[src/rtl/sata_tx_framer_if.sv]
// Framer-side bundle: FIFO read port (async-read, no read-on-empty) plus the
// outbound valid/ready stream toward the link-layer primitive inserter.
interface sata_tx_framer_if;
    logic        o_fifo_rd;
    logic [31:0] i_fifo_data;
    logic        i_fifo_empty;
    logic        M_VALID;
    logic        i_m_ready;
    logic [31:0] M_DATA;
    logic        M_LAST;

    modport master (
        output o_fifo_rd, M_VALID, M_DATA, M_LAST,
        input  i_fifo_data, i_fifo_empty, i_m_ready
    );

    modport slave (
        input  o_fifo_rd, M_VALID, M_DATA, M_LAST,
        output i_fifo_data, i_fifo_empty, i_m_ready
    );
endinterface

[src/rtl/sata_tx_framer.sv]
// Drains a commanded number of payload words from the TX FIFO onto a
// valid/ready stream and appends the SATA frame CRC-32 as the LAST beat.
module sata_tx_framer #(
    parameter int          LGMAXLEN = 13,
    parameter logic [31:0] CRC_INIT = 32'h52325032,
    parameter logic [31:0] CRC_POLY = 32'h04C11DB7
) (
    input  logic                i_clk,
    input  logic                i_reset_n,
    input  logic                i_start,
    input  logic [LGMAXLEN-1:0] i_nwords,
    input  logic                i_abort,
    output logic                o_busy,
    output logic                o_done,
    output logic                o_aborted,
    sata_tx_framer_if.master    bus
);

    typedef enum logic [1:0] {IDLE, DATA, CRC} state_t;

    state_t              state, nxt;
    logic [LGMAXLEN-1:0] remaining;
    logic [31:0]         crc;
    logic                load, xfer, done_ev, abort_ev, valid;

    // MSB-first, non-reflected CRC over a full 32-bit word in one cycle
    function automatic logic [31:0] next_crc(input logic [31:0] c, input logic [31:0] d);
        logic [31:0] r;
        r = c;
        for (int i = 31; i >= 0; i--)
            r = {r[30:0], 1'b0} ^ ((r[31] ^ d[i]) ? CRC_POLY : 32'h0);
        return r;
    endfunction

    always_comb begin
        nxt           = state;
        load          = 1'b0;
        xfer          = 1'b0;
        done_ev       = 1'b0;
        abort_ev      = 1'b0;
        valid         = 1'b0;
        bus.M_DATA    = bus.i_fifo_data;
        bus.M_LAST    = 1'b0;
        case (state)
            IDLE: begin
                if (i_start && !i_abort && (i_nwords != '0)) begin
                    nxt  = DATA;
                    load = 1'b1;
                end
            end
            DATA: begin
                if (i_abort) begin
                    nxt      = IDLE;
                    abort_ev = 1'b1;
                end else begin
                    // pop in the same cycle as the transfer: zero-bubble streaming
                    valid = !bus.i_fifo_empty;
                    xfer  = valid && bus.i_m_ready;
                    if (xfer && (remaining == LGMAXLEN'(1)))
                        nxt = CRC;
                end
            end
            CRC: begin
                bus.M_DATA = crc;
                if (i_abort) begin
                    nxt      = IDLE;
                    abort_ev = 1'b1;
                end else begin
                    valid      = 1'b1;
                    bus.M_LAST = 1'b1;
                    if (bus.i_m_ready) begin
                        nxt     = IDLE;
                        done_ev = 1'b1;
                    end
                end
            end
            default: nxt = IDLE;
        endcase
        bus.M_VALID   = valid;
        bus.o_fifo_rd = xfer;
    end

    always_ff @(posedge i_clk or negedge i_reset_n) begin
        if (!i_reset_n) begin
            state     <= IDLE;
            remaining <= '0;
            crc       <= CRC_INIT;
            o_done    <= 1'b0;
            o_aborted <= 1'b0;
        end else begin
            state     <= nxt;
            o_done    <= done_ev;
            o_aborted <= abort_ev;
            if (load) begin
                remaining <= i_nwords;
                crc       <= CRC_INIT;
            end else if (xfer) begin
                remaining <= remaining - LGMAXLEN'(1);
                crc       <= next_crc(crc, bus.i_fifo_data);
            end
        end
    end

    assign o_busy = (state != IDLE);

endmodule

[src/flat_wrapper.sv]
// flat-port wrapper written by rule: the top's interface ports become plain ports
module sata_tx_framer_flat 
#(
    parameter int          LGMAXLEN = 13,
    parameter logic [31:0] CRC_INIT = 32'h52325032,
    parameter logic [31:0] CRC_POLY = 32'h04C11DB7
)
  (i_clk, i_reset_n, i_start, i_nwords, i_abort, o_busy, o_done, o_aborted, bus_o_fifo_rd, bus_M_VALID, bus_M_DATA, bus_M_LAST, bus_i_fifo_data, bus_i_fifo_empty, bus_i_m_ready);
  sata_tx_framer_if bus_i ();
  input  logic i_clk;
  input  logic i_reset_n;
  input  logic i_start;
  input  logic [LGMAXLEN-1:0] i_nwords;
  input  logic i_abort;
  output logic o_busy;
  output logic o_done;
  output logic o_aborted;
  output wire logic [$bits(bus_i.o_fifo_rd)-1:0] bus_o_fifo_rd;
  output wire logic [$bits(bus_i.M_VALID)-1:0] bus_M_VALID;
  output wire logic [$bits(bus_i.M_DATA)-1:0] bus_M_DATA;
  output wire logic [$bits(bus_i.M_LAST)-1:0] bus_M_LAST;
  input wire logic [$bits(bus_i.i_fifo_data)-1:0] bus_i_fifo_data;
  input wire logic [$bits(bus_i.i_fifo_empty)-1:0] bus_i_fifo_empty;
  input wire logic [$bits(bus_i.i_m_ready)-1:0] bus_i_m_ready;
  assign bus_o_fifo_rd = bus_i.o_fifo_rd;
  assign bus_M_VALID = bus_i.M_VALID;
  assign bus_M_DATA = bus_i.M_DATA;
  assign bus_M_LAST = bus_i.M_LAST;
  assign bus_i.i_fifo_data = bus_i_fifo_data;
  assign bus_i.i_fifo_empty = bus_i_fifo_empty;
  assign bus_i.i_m_ready = bus_i_m_ready;
  sata_tx_framer #(.LGMAXLEN(LGMAXLEN), .CRC_INIT(CRC_INIT), .CRC_POLY(CRC_POLY)) u_core (.i_clk(i_clk), .i_reset_n(i_reset_n), .i_start(i_start), .i_nwords(i_nwords), .i_abort(i_abort), .o_busy(o_busy), .o_done(o_done), .o_aborted(o_aborted), .bus(bus_i));
endmodule
[config.mk]
export PLATFORM = sky130hd
export DESIGN_NAME = sata_tx_framer_flat
export DESIGN_NICKNAME = d
export VERILOG_FILES = /design/src/rtl/sata_tx_framer_if.sv /design/src/rtl/sata_tx_framer.sv /design/src/flat_wrapper.sv
export SDC_FILE = /design/constraint.sdc
export NUM_CORES = 1
export LEC_CHECK = 0
export BUFFER_PORTS_ARGS = -buffer_cell sky130_fd_sc_hd__buf_4
export CAP_MARGIN = 20
export CORE_ASPECT_RATIO = 0.75
export CORE_MARGIN = 10
export CORE_UTILIZATION = 50
export DETAILED_ROUTE_END_ITERATION = 7
export PLACE_DENSITY = 0.73
export SYNTH_ARGS = -nofsm -noshare
export SYNTH_HDL_FRONTEND = slang
export SYNTH_SLANG_ARGS = --single-unit
[constraint.sdc]
create_clock -name i_clk -period 9.95 [get_ports i_clk]
set_input_delay 0.995 -clock i_clk [delete_from_list [all_inputs] [get_ports i_clk]]
set_output_delay 0.995 -clock i_clk [all_outputs]
set_load 0.05 [all_outputs]
# --- After elaboration in Yosys (flattened, before gate mapping) ---
# Index checks and enable logic that the tools add are counted.
totals:
  ff_bits: 49
  inputBits: 51
  out_inout_bits: 38
  word_cells: 144
classes:
  n_addsub: 1
  n_eq_ne: 6
  n_mux: 56
  n_bitwise: 64
  n_reduce_logical: 12
ops:
  columns: ["cell", "n"]
  rows:
  - ["$xor A32 B32 Y32", 32]
  - ["$mux W27", 32]
  - ["$mux W32", 3]
  - ["$xor A1 B1 Y1", 32]
  - ["$mux W13", 2]
  - ["$eq A13 B1 Y1 const B", 1]
  - ["$reduce_bool A13 Y1", 1]
  - ["$sub A13 B1 Y13 const B", 1]
  - ["$mux W1", 12]
  - ["$mux W2", 5]
  - ["$pmux W2 S3", 1]
  - ["$logic_and A1 B1 Y1", 4]
  - ["$reduce_bool A2 Y1", 2]
  - ["$ne A3 B2 Y1 const B", 1]
  - ["$ne A3 B3 Y1 const B", 1]
  - ["$reduce_and A3 Y1", 1]
  - ["$eq A2 B1 Y1 const B", 1]
  - ["$eq A2 B2 Y1 const B", 1]
  - ["$logic_not A1 Y1", 2]
  - ["$logic_not A2 Y1", 1]
  - ["$ne A2 B1 Y1 const B", 1]
  - ["$pmux W1 S2", 1]
  - ["$reduce_or A2 Y1", 1]

# --- Logic depth before layout (Yosys ltp) ---
# Gate-level depths: netlist (run 1).
depth:
  ltp_word: 98
  ltp_mapped: 12
  depth_no_buf: 10

# --- Least setup slack after synthesis (run 1) ---
# OpenSTA, ideal clock, no wires.
synth_path:
  kind: "in2reg"
  startpoint: "input port bus_i_fifo_data[28]"
  endpoint: "register u_core.crc[13]"
  t_arrival_ns: 4.007
  required_ns: 9.786
  slack_ns: 5.779
  cell_stages: 9
  path_cell_list: "xor2_1 -> xnor3_2 -> xnor3_1 -> xnor3_2 -> xnor3_4 -> xor3_2 -> xnor2_4 -> xnor2_1 -> a21oi_1"
synth_between:
  elab_chain_cells: 41
synth_rtl:
  columns: ["element", "line_no", "source"]
  rows:
  - ["start, declared", "flat_wrapper.sv:22", "input wire logic [$bits(bus_i.i_fifo_data)-1:0] bus_i_fifo_data;"]
  - ["$xor A1 B1 Y1 (*)", "sata_tx_framer.sv:31", "r = {r[30:0], 1'b0} ^ ((r[31] ^ d[i]) ? CRC_POLY : 32'h0);"]
  - ["$mux W27 (*)", "sata_tx_framer.sv:31", null]
  - ["$xor A32 B32 Y32 (*) (6 in a row)", "sata_tx_framer.sv:31", null]
  - ["$xor A1 B1 Y1 or $xor A32 B32 Y32 (tied branches)", "sata_tx_framer.sv:31", null]
  - ["$mux W27 or $xor A32 B32 Y32 (tied branches)", "sata_tx_framer.sv:31", null]
  - ["$xor A32 B32 Y32 (*) (6 in a row)", "sata_tx_framer.sv:31", null]
  - ["$xor A1 B1 Y1 or $xor A32 B32 Y32 (tied branches)", "sata_tx_framer.sv:31", null]
  - ["$mux W27 or $xor A32 B32 Y32 (tied branches)", "sata_tx_framer.sv:31", null]
  - ["$xor A32 B32 Y32 (*) (6 in a row)", "sata_tx_framer.sv:31", null]
  - ["$xor A1 B1 Y1 or $xor A32 B32 Y32 (tied branches)", "sata_tx_framer.sv:31", null]
  - ["$mux W27 or $xor A32 B32 Y32 (tied branches)", "sata_tx_framer.sv:31", null]
  - ["$xor A32 B32 Y32 (*) (9 in a row)", "sata_tx_framer.sv:31", null]
  - ["$xor A1 B1 Y1", "sata_tx_framer.sv:31", null]
  - ["$mux W27", "sata_tx_framer.sv:31", null]
  - ["$xor A32 B32 Y32 (*) (2 in a row)", "sata_tx_framer.sv:31", null]
  - ["$mux W32 (*)", "sata_tx_framer.sv:97", "end else if (xfer) begin"]
  - ["$mux W32 (*)", "sata_tx_framer.sv:94", "if (load) begin"]
  - ["end signal, assigned", "sata_tx_framer.sv:99", "crc <= next_crc(crc, bus.i_fifo_data);"]
  - ["end, declared", "sata_tx_framer.sv:23", "logic [31:0] crc;"]
# Mark *: on every way between the ends. The rest lies on a longest branch, timed or not. The select of a mux whose other input is x is not followed.
# A chain may end at the register's enable or synchronous reset.

# --- Worst setup path in the final report (run 1) ---
layout_path:
  startpoint: "input port bus_i_fifo_data[26]"
  endpoint: "register u_core.crc[5]"
layout_between:
  elab_chain_cells: 37
layout_rtl:
  columns: ["element", "line_no"]
  rows:
  - ["$xor A1 B1 Y1 (*)", "sata_tx_framer.sv:31"]
  - ["$mux W27 (*)", "sata_tx_framer.sv:31"]
  - ["$xor A32 B32 Y32 (*) (6 in a row)", "sata_tx_framer.sv:31"]
  - ["$xor A1 B1 Y1 or $xor A32 B32 Y32 (tied branches)", "sata_tx_framer.sv:31"]
  - ["$mux W27 or $xor A32 B32 Y32 (tied branches)", "sata_tx_framer.sv:31"]
  - ["$xor A32 B32 Y32 (*) (6 in a row)", "sata_tx_framer.sv:31"]
  - ["$xor A1 B1 Y1 or $xor A32 B32 Y32 (tied branches)", "sata_tx_framer.sv:31"]
  - ["$mux W27 or $xor A32 B32 Y32 (tied branches)", "sata_tx_framer.sv:31"]
  - ["$xor A32 B32 Y32 (*) (9 in a row)", "sata_tx_framer.sv:31"]
  - ["$xor A1 B1 Y1 or $xor A32 B32 Y32 (tied branches)", "sata_tx_framer.sv:31"]
  - ["$mux W27, or another cell as far along", "sata_tx_framer.sv:31"]
  - ["$xor A32 B32 Y32 (*) (6 in a row)", "sata_tx_framer.sv:31"]
  - ["$mux W32 (*)", "sata_tx_framer.sv:97"]
  - ["$mux W32 (*)", "sata_tx_framer.sv:94"]
# Marked as above.

==> run metrics, run 1 <==
outcome=completed; Hold Path Class=reg2reg; H-Tree Depth=2; Max Clock Skew=8.69 ps; crit path from=bus_i_fifo_data[26]; GRT Overall Usage=0.207; number of library cell types mapped by synthesis=43; CTS Buf Count=5; utilization after layout=0.592; pin count of the biggest net entering global routing=50; clock sink count=49; #FFs+latches synth=49; Critical Path Start Type=input pin; 1st-iter DRT viols=297; Tcrit/Tclk final=0.483; hold buffer count at cts=0; largest fanout on the critical path=9; WP data arrival=about 5000 ps; Core Region=11500 µm²; initial antenna violation count=0; GRT overflow=0; max frequency=208 MHz; final hold violations=0; Die Height=between 100 and 150 µm; CTS clock-pin slew for the worst setup and hold paths=70 ps; EDFF count, synth=0; first-pass GRT wire length=26.2 mm; worst hold margin=523 ps; prevailing post-synth register cell=dfrtp_1; register area share after synthesis=0.213; Routed Antenna Nets=0; syn_nets=584; worst relative slew slack=0.490; unrepaired setup endpoints after global routing=false; vias in the first global route=between 4k and 5k; drt via density=between 5 and 6; Post-DP HPWL=13.6 mm; share of layout cells above drive strength 1=0.313; WS Path Type=in2reg; cell accounting for the most synthesized area=xnor2_1; FF-to-FF Start=u_core.crc[26]; clock buffer depth=2; worst-skew pair later-pin latency=290 ps; Syn Inst Count=528; post-synth top area share=0.218; FFs w/ async S/R, synth=1.00; Routability Congestion=around 1; CTS tree=yes; PortBufs=88; Row Count=34; yosys warns=0; Initial Utilization=0.508; nets=663; post-synthesis cell area=5830 µm²; flop2flop setup slack=between 5000 and 6000 ps; n_diodes=0; crit end category=flip-flop; top cells by area, synth=xnor2_1 22%, dfrtp_1 16%, xnor3_1 10%; die extent in x=approximately 140 µm; Min Clock Period, post-route=4810 ps; Setup TNS=0 ps; critical hold path startpoint=u_core.crc[4]; drt wl/cell=22.2 µm; drt total wl=16.7 mm; via count=between 4k and 5k; IO Pins=89; drc violations=0; Pins Over Slew Limit=0; post-CTS setup buffer count=0; full die area=roughly 16000 µm²; First-pass DRT Iterations=5; worst slew pin tran=761 ps; P&R area growth vs syn=16.6%; Critical Path RT=10170 ps; max-cap viol count=0; syn avg cell area=11.0 µm²; Setup-failing EPs final=0; Root Buffer=clkbuf_16; cts repair resizes=0
[worst paths after layout]
kind                                  endpoint  depth (start not counted)
setup / recovery                 u_core.crc[5]                         10
hold / removal                   u_core.crc[4]                          2
setup reg to reg                 u_core.crc[5]                          9
hold reg to reg                  u_core.crc[4]                          2
max in group asynchronous     u_core.o_aborted                          1
min in group asynchronous  u_core.remaining[7]                          1
[cell usage in the layout (no fill, tap or decap), drive strengths merged, types with 5 or more instances in the layout]
| cell | count |
|---|---|
| buf | 92 |
| dfrtp | 38 |
| xor2 | 60 |
| a21oi | 18 |
| o21ai | 27 |
| xnor2 | 166 |
| ha | 5 |
| nor3 | 7 |
| a211oi | 6 |
| o211ai | 7 |
| nor4 | 7 |
| nand2 | 22 |
| dfstp | 11 |
| xnor3 | 38 |
| clkbuf | 6 |
| inv | 9 |
| mux2 | 32 |
| xor3 | 7 |
| nor2 | 18 |
[per-stage QoR]
stage               std cells  setup WS [ps]  area (µm²)
finish                    752           5140        6800
global route              752           4980        6800
CTS                       752           5120        6800
detailed placement        744           4840        6620
global placement          744           4850        6620
floorplan                 528           5780        5830
[layer usage]
layer	vias to the layer above	track usage	share of wire
met2	150	0.302	0.43
li1	1933	-	-
met5	-	0	0
met4	0	0.0410	0.014
met1	2007	0.305	0.48
met3	17	0.0473	0.079
[critical path, stage by stage]
cell,delay [ps]
buf_4,130
xnor2_4,450
xnor3_2,590
xnor3_1,850
xor2_2,240
xnor3_2,580
xor2_1,470
xnor2_2,230
or3b_1,380
o211ai_1,100
[cells in the mapped netlist, types with 9 or more instances]
cell	instances
inv_1	9
o21ai_0	27
xor2_1	54
xnor2_2	17
nor2_1	18
xnor2_1	145
dfstp_2	11
a21oi_1	18
xnor3_2	11
clkbuf_1	19
xnor3_1	26
nand2_1	22
dfrtp_1	38
mux2_2	32
[logic make-up (layout without fill, tap and decap cells)]
| logic type | after synthesis | in the layout | share of synthesized area |
|---|---|---|---|
| AOI/OAI and AO/OA | 61 | 61 | 0.0601 |
| xor gates and xnor gates | 271 | 271 | 0.564 |
| adders and majority gates | 5 | 5 | 0.0107 |
| buffers and inverters | 29 | 109 | 0.0200 |
| DFF | 49 | 49 | 0.213 |
| muxes | 34 | 34 | 0.0653 |
| and+or+nand+nor | 79 | 79 | 0.0676 |
[final cells by class]
class,instances,area [µm²]
clock buffer,6,139
sequential,49,1240
inverter,9,33.8
timing repair buffer,92,691
tap,144,180
fill,970,4690
multi-input combinational,450,4480
clock inverter,2,37.5
[registers in the layout, indices dropped and copies added (netlist names)]
signal and count:
u_core.state 2, u_core.crc 32, u_core.remaining 13, u_core.o_done 1, u_core.o_aborted 1
Power of run 1 is left out: the tool's default activity adds up to more than one toggle a clock period on the data nets, which glitch-free logic cannot reach.
==> run 2: changes to the inputs <==
ABC_AREA = 1   (was unset)
PLACE_DENSITY = 0.74   (was 0.73)
clock period = 4.3 ns   (was 9.95 ns; I/O delays follow)
==> run 2 against run 1 <==
Compared with the run above: wire length up 77%; clock skew down 0.64 ps; non-clock buffer count up 1; cell count up 120%; count of clock-buffer cells in the layout down 1; flip-flop and latch count unchanged.
==> run metrics, run 2 <==
outcome=completed; Core Region=15300 µm² (+33%); drt via density=5.41 (-0.94%); worst-skew pair later-pin latency=300 ps (about the same); WS Path Type=reg2reg; Synth top cells by count=627 x nand2_1, 160 x nand3_1, 145 x inv_1; number of library cell types mapped by synthesis=43 (unchanged); Routed Antenna Nets=0 (unchanged); Critical Path Start Type=flip-flop; cts repair resizes=0 (unchanged); WP data arrival=3960 ps (-1070 ps); initial antenna violation count=1 (+1); GRT overflow=0 (unchanged); IO Pins=89 (unchanged); post-synthesis cell area=7790 µm² (+34%); Critical Path RT=4490 ps (-5680 ps); multiplexer area fraction after synthesis=0 (-0.0653); Row Count=39 (+15%); worst relative slew slack=0.413 (-0.0769); yosys warns=0 (unchanged); post-CTS setup buffer count=0 (unchanged); Setup-failing EPs final=0 (unchanged); nets=1509 (+130%); drc violations=0 (unchanged); 1st-iter DRT viols=957 (+220%); adder-cell share of the synthesized area=0.00803 (-0.00270); prevailing post-synth register cell=dfrtp_1; pin count of the biggest net entering global routing=50 (unchanged); max frequency=roughly 270 MHz; syn avg cell area=5.67 µm² (-49%); GRT Overall Usage=0.278 (+0.0717); Max Clock Skew=8.05 ps (-0.637 ps); #FFs+latches synth=49 (unchanged); Root Buffer=clkbuf_16; P&R area growth vs syn=13.1%; unrepaired setup endpoints after global routing=false; first-pass GRT wire length=45.8 mm (+75%); Synth Area in XOR/XNOR=0.128 (-0.436); Post-Synth Simple-Gate Area=0.556 (+0.489); cell accounting for the most synthesized area=nand2_1; vias in the first global route=8199 (+88%); commonest non-fill, non-tap cell in the layout=nand2_1; EDFF count, synth=0 (unchanged); flip-flop count of the largest register after layout=32 (unchanged); largest family of logic cells by synthesized area=simple AND/OR/NAND/NOR gates; Compound-Gate Fraction of Synth Area=0.0562 (-0.00387); Initial Utilization=0.510 (+0.00244); commonest cells after routing, fill and taps aside=627 x nand2_1, 160 x nand3_1, 145 x inv_1; die extent in x=164 µm (+13%); CTS Buf Count=5 (unchanged); Hold Path Class=in2async; Post-DP HPWL=24.6 mm (+81%); post-synth top area share=0.302 (+0.0843); clock sink count=49 (unchanged); hold buffer count at cts=0 (unchanged); largest fanout on the critical path=12 (+3); Setup TNS=0 ps (unchanged); CTS tree=yes; Sequential Area=1240 µm² (unchanged); H-Tree Depth=2 (unchanged); Die Height=128 µm (+13%); most frequent cell after synthesis=nand2_1; Syn Inst Count=1373 (+160%); First-pass DRT Iterations=6 (+1); FFs w/ async S/R, synth=1.00 (unchanged); full die area=21000 µm² (+28%); Routability Congestion=1.04 (+4.2%); Multi-input gate area=5830 µm² (+30%); worst slew pin tran=879 ps (+118 ps); Pins Over Slew Limit=0 (unchanged); via count=8981 (+120%); top cells by area, synth=nand2_1 30%, dfrtp_1 12%, nand3_1 10%; syn_nets=1429 (+140%); clock buffer depth=2 (unchanged); drt total wl=29.5 mm (+77%); register area share after synthesis=0.159 (-0.0535); final hold violations=0 (unchanged); Fillers=1574 (+62%); Reg with most FFs=u_core.crc; Tcrit/Tclk final=0.877; drt wl/cell=17.8 µm (-20%); crit end category=flip-flop; biggest regs=u_core.crc (32), u_core.remaining (13), u_core.state (2); PortBufs=88 (unchanged); CTS clock-pin slew for the worst setup and hold paths=70 ps (about the same); share of layout cells above drive strength 1=0.167 (-0.145); max-cap viol count=0 (unchanged); Min Clock Period, post-route=3770 ps
-- run 2: cell types whose count changed after synthesis, moves of 16 or more --
cell     change
nand2_4     +17
xnor2_2     -16
xnor3_1     -26
xnor2_1    -114
inv_1      +136
nand3_1    +158
nand2_2     +72
nand2_1    +605
mux2_2      -32
xor2_1      +18
-- run 2: logic make-up after synthesis --
family / count (synthesis)
flops: 49
buf+inv: 179
fa+ha+maj: 5
compound gates: 77
xor+xnor: 108
simple gates: 955
-- run 2: final cells by class --
type,instances,share of cell area
Tap cell,205,0.0291
Inverter,159,0.0683
Timing Repair Buffer,93,0.0793
Antenna cell,1,0.000284
Clock inverter,3,0.00568
Multi-Input combinational cell,1145,0.662
Sequential cell,49,0.141
Clock buffer,5,0.0142
-- run 2: path summary, 6_finish.rpt --
check	start	end	slack (ps)	depth (start not counted)
max in group asynchronous	i_reset_n	u_core.crc[19]	3720	1
min in group i_clk	i_nwords[1]	u_core.remaining[1]	350	3
setup / recovery	u_core.crc[30]	u_core.crc[13]	530	23
setup reg to reg	u_core.crc[30]	u_core.crc[13]	530	23
hold reg to reg	u_core.state[0]	u_core.state[0]	530	2
hold / removal	i_reset_n	u_core.remaining[8]	150	1
-- run 2: worst max-delay path: stages, from the launching register on --
cell     delay (ps)
dfstp_2         600
nand2_1          80
nand2_2         200
nand2_4         120
nand2_4         170
nand2_1          90
nand3_2         130
nand2_4         110
inv_1           250
nand2_1          80
nand3_1          90
nand3_1         230
nand2_2         250
nand2_1          70
nand2_1          90
nand3_1          70
nand2_1         350
nand2_1         120
nand2_2         170
nand2_1          90
nand2_1          90
nand2_1          50
nand3_1          70
nand2_1          70
-- run 2: per-layer routing --
layer | vias to the layer above | track usage | wire, µm | part of all wire
met5 | - | 0 | 0 | 0
met4 | 0 | 0.0645 | 607 | 0.021
met3 | 39 | 0.0661 | 3600 | 0.12
met2 | 382 | 0.402 | 12200 | 0.41
met1 | 4118 | 0.405 | 13100 | 0.44
li1 | 4442 | - | - | -
-- run 2: metrics by stage --
stage,hold WS (ps),worst slack (ps),util,instances,instance area [µm²]
2_1_floorplan,134,970,-,1373,7790
5_1_grt,180,147,0.576,1659,8800
4_1_cts,172,584,0.576,1659,8800
6_report,146,530,0.577,1660,8810
3_5_place_dp,491,512,0.565,1651,8630
3_3_place_gp,495,536,0.565,1651,8630
Power of run 2 is left out for the same reason.
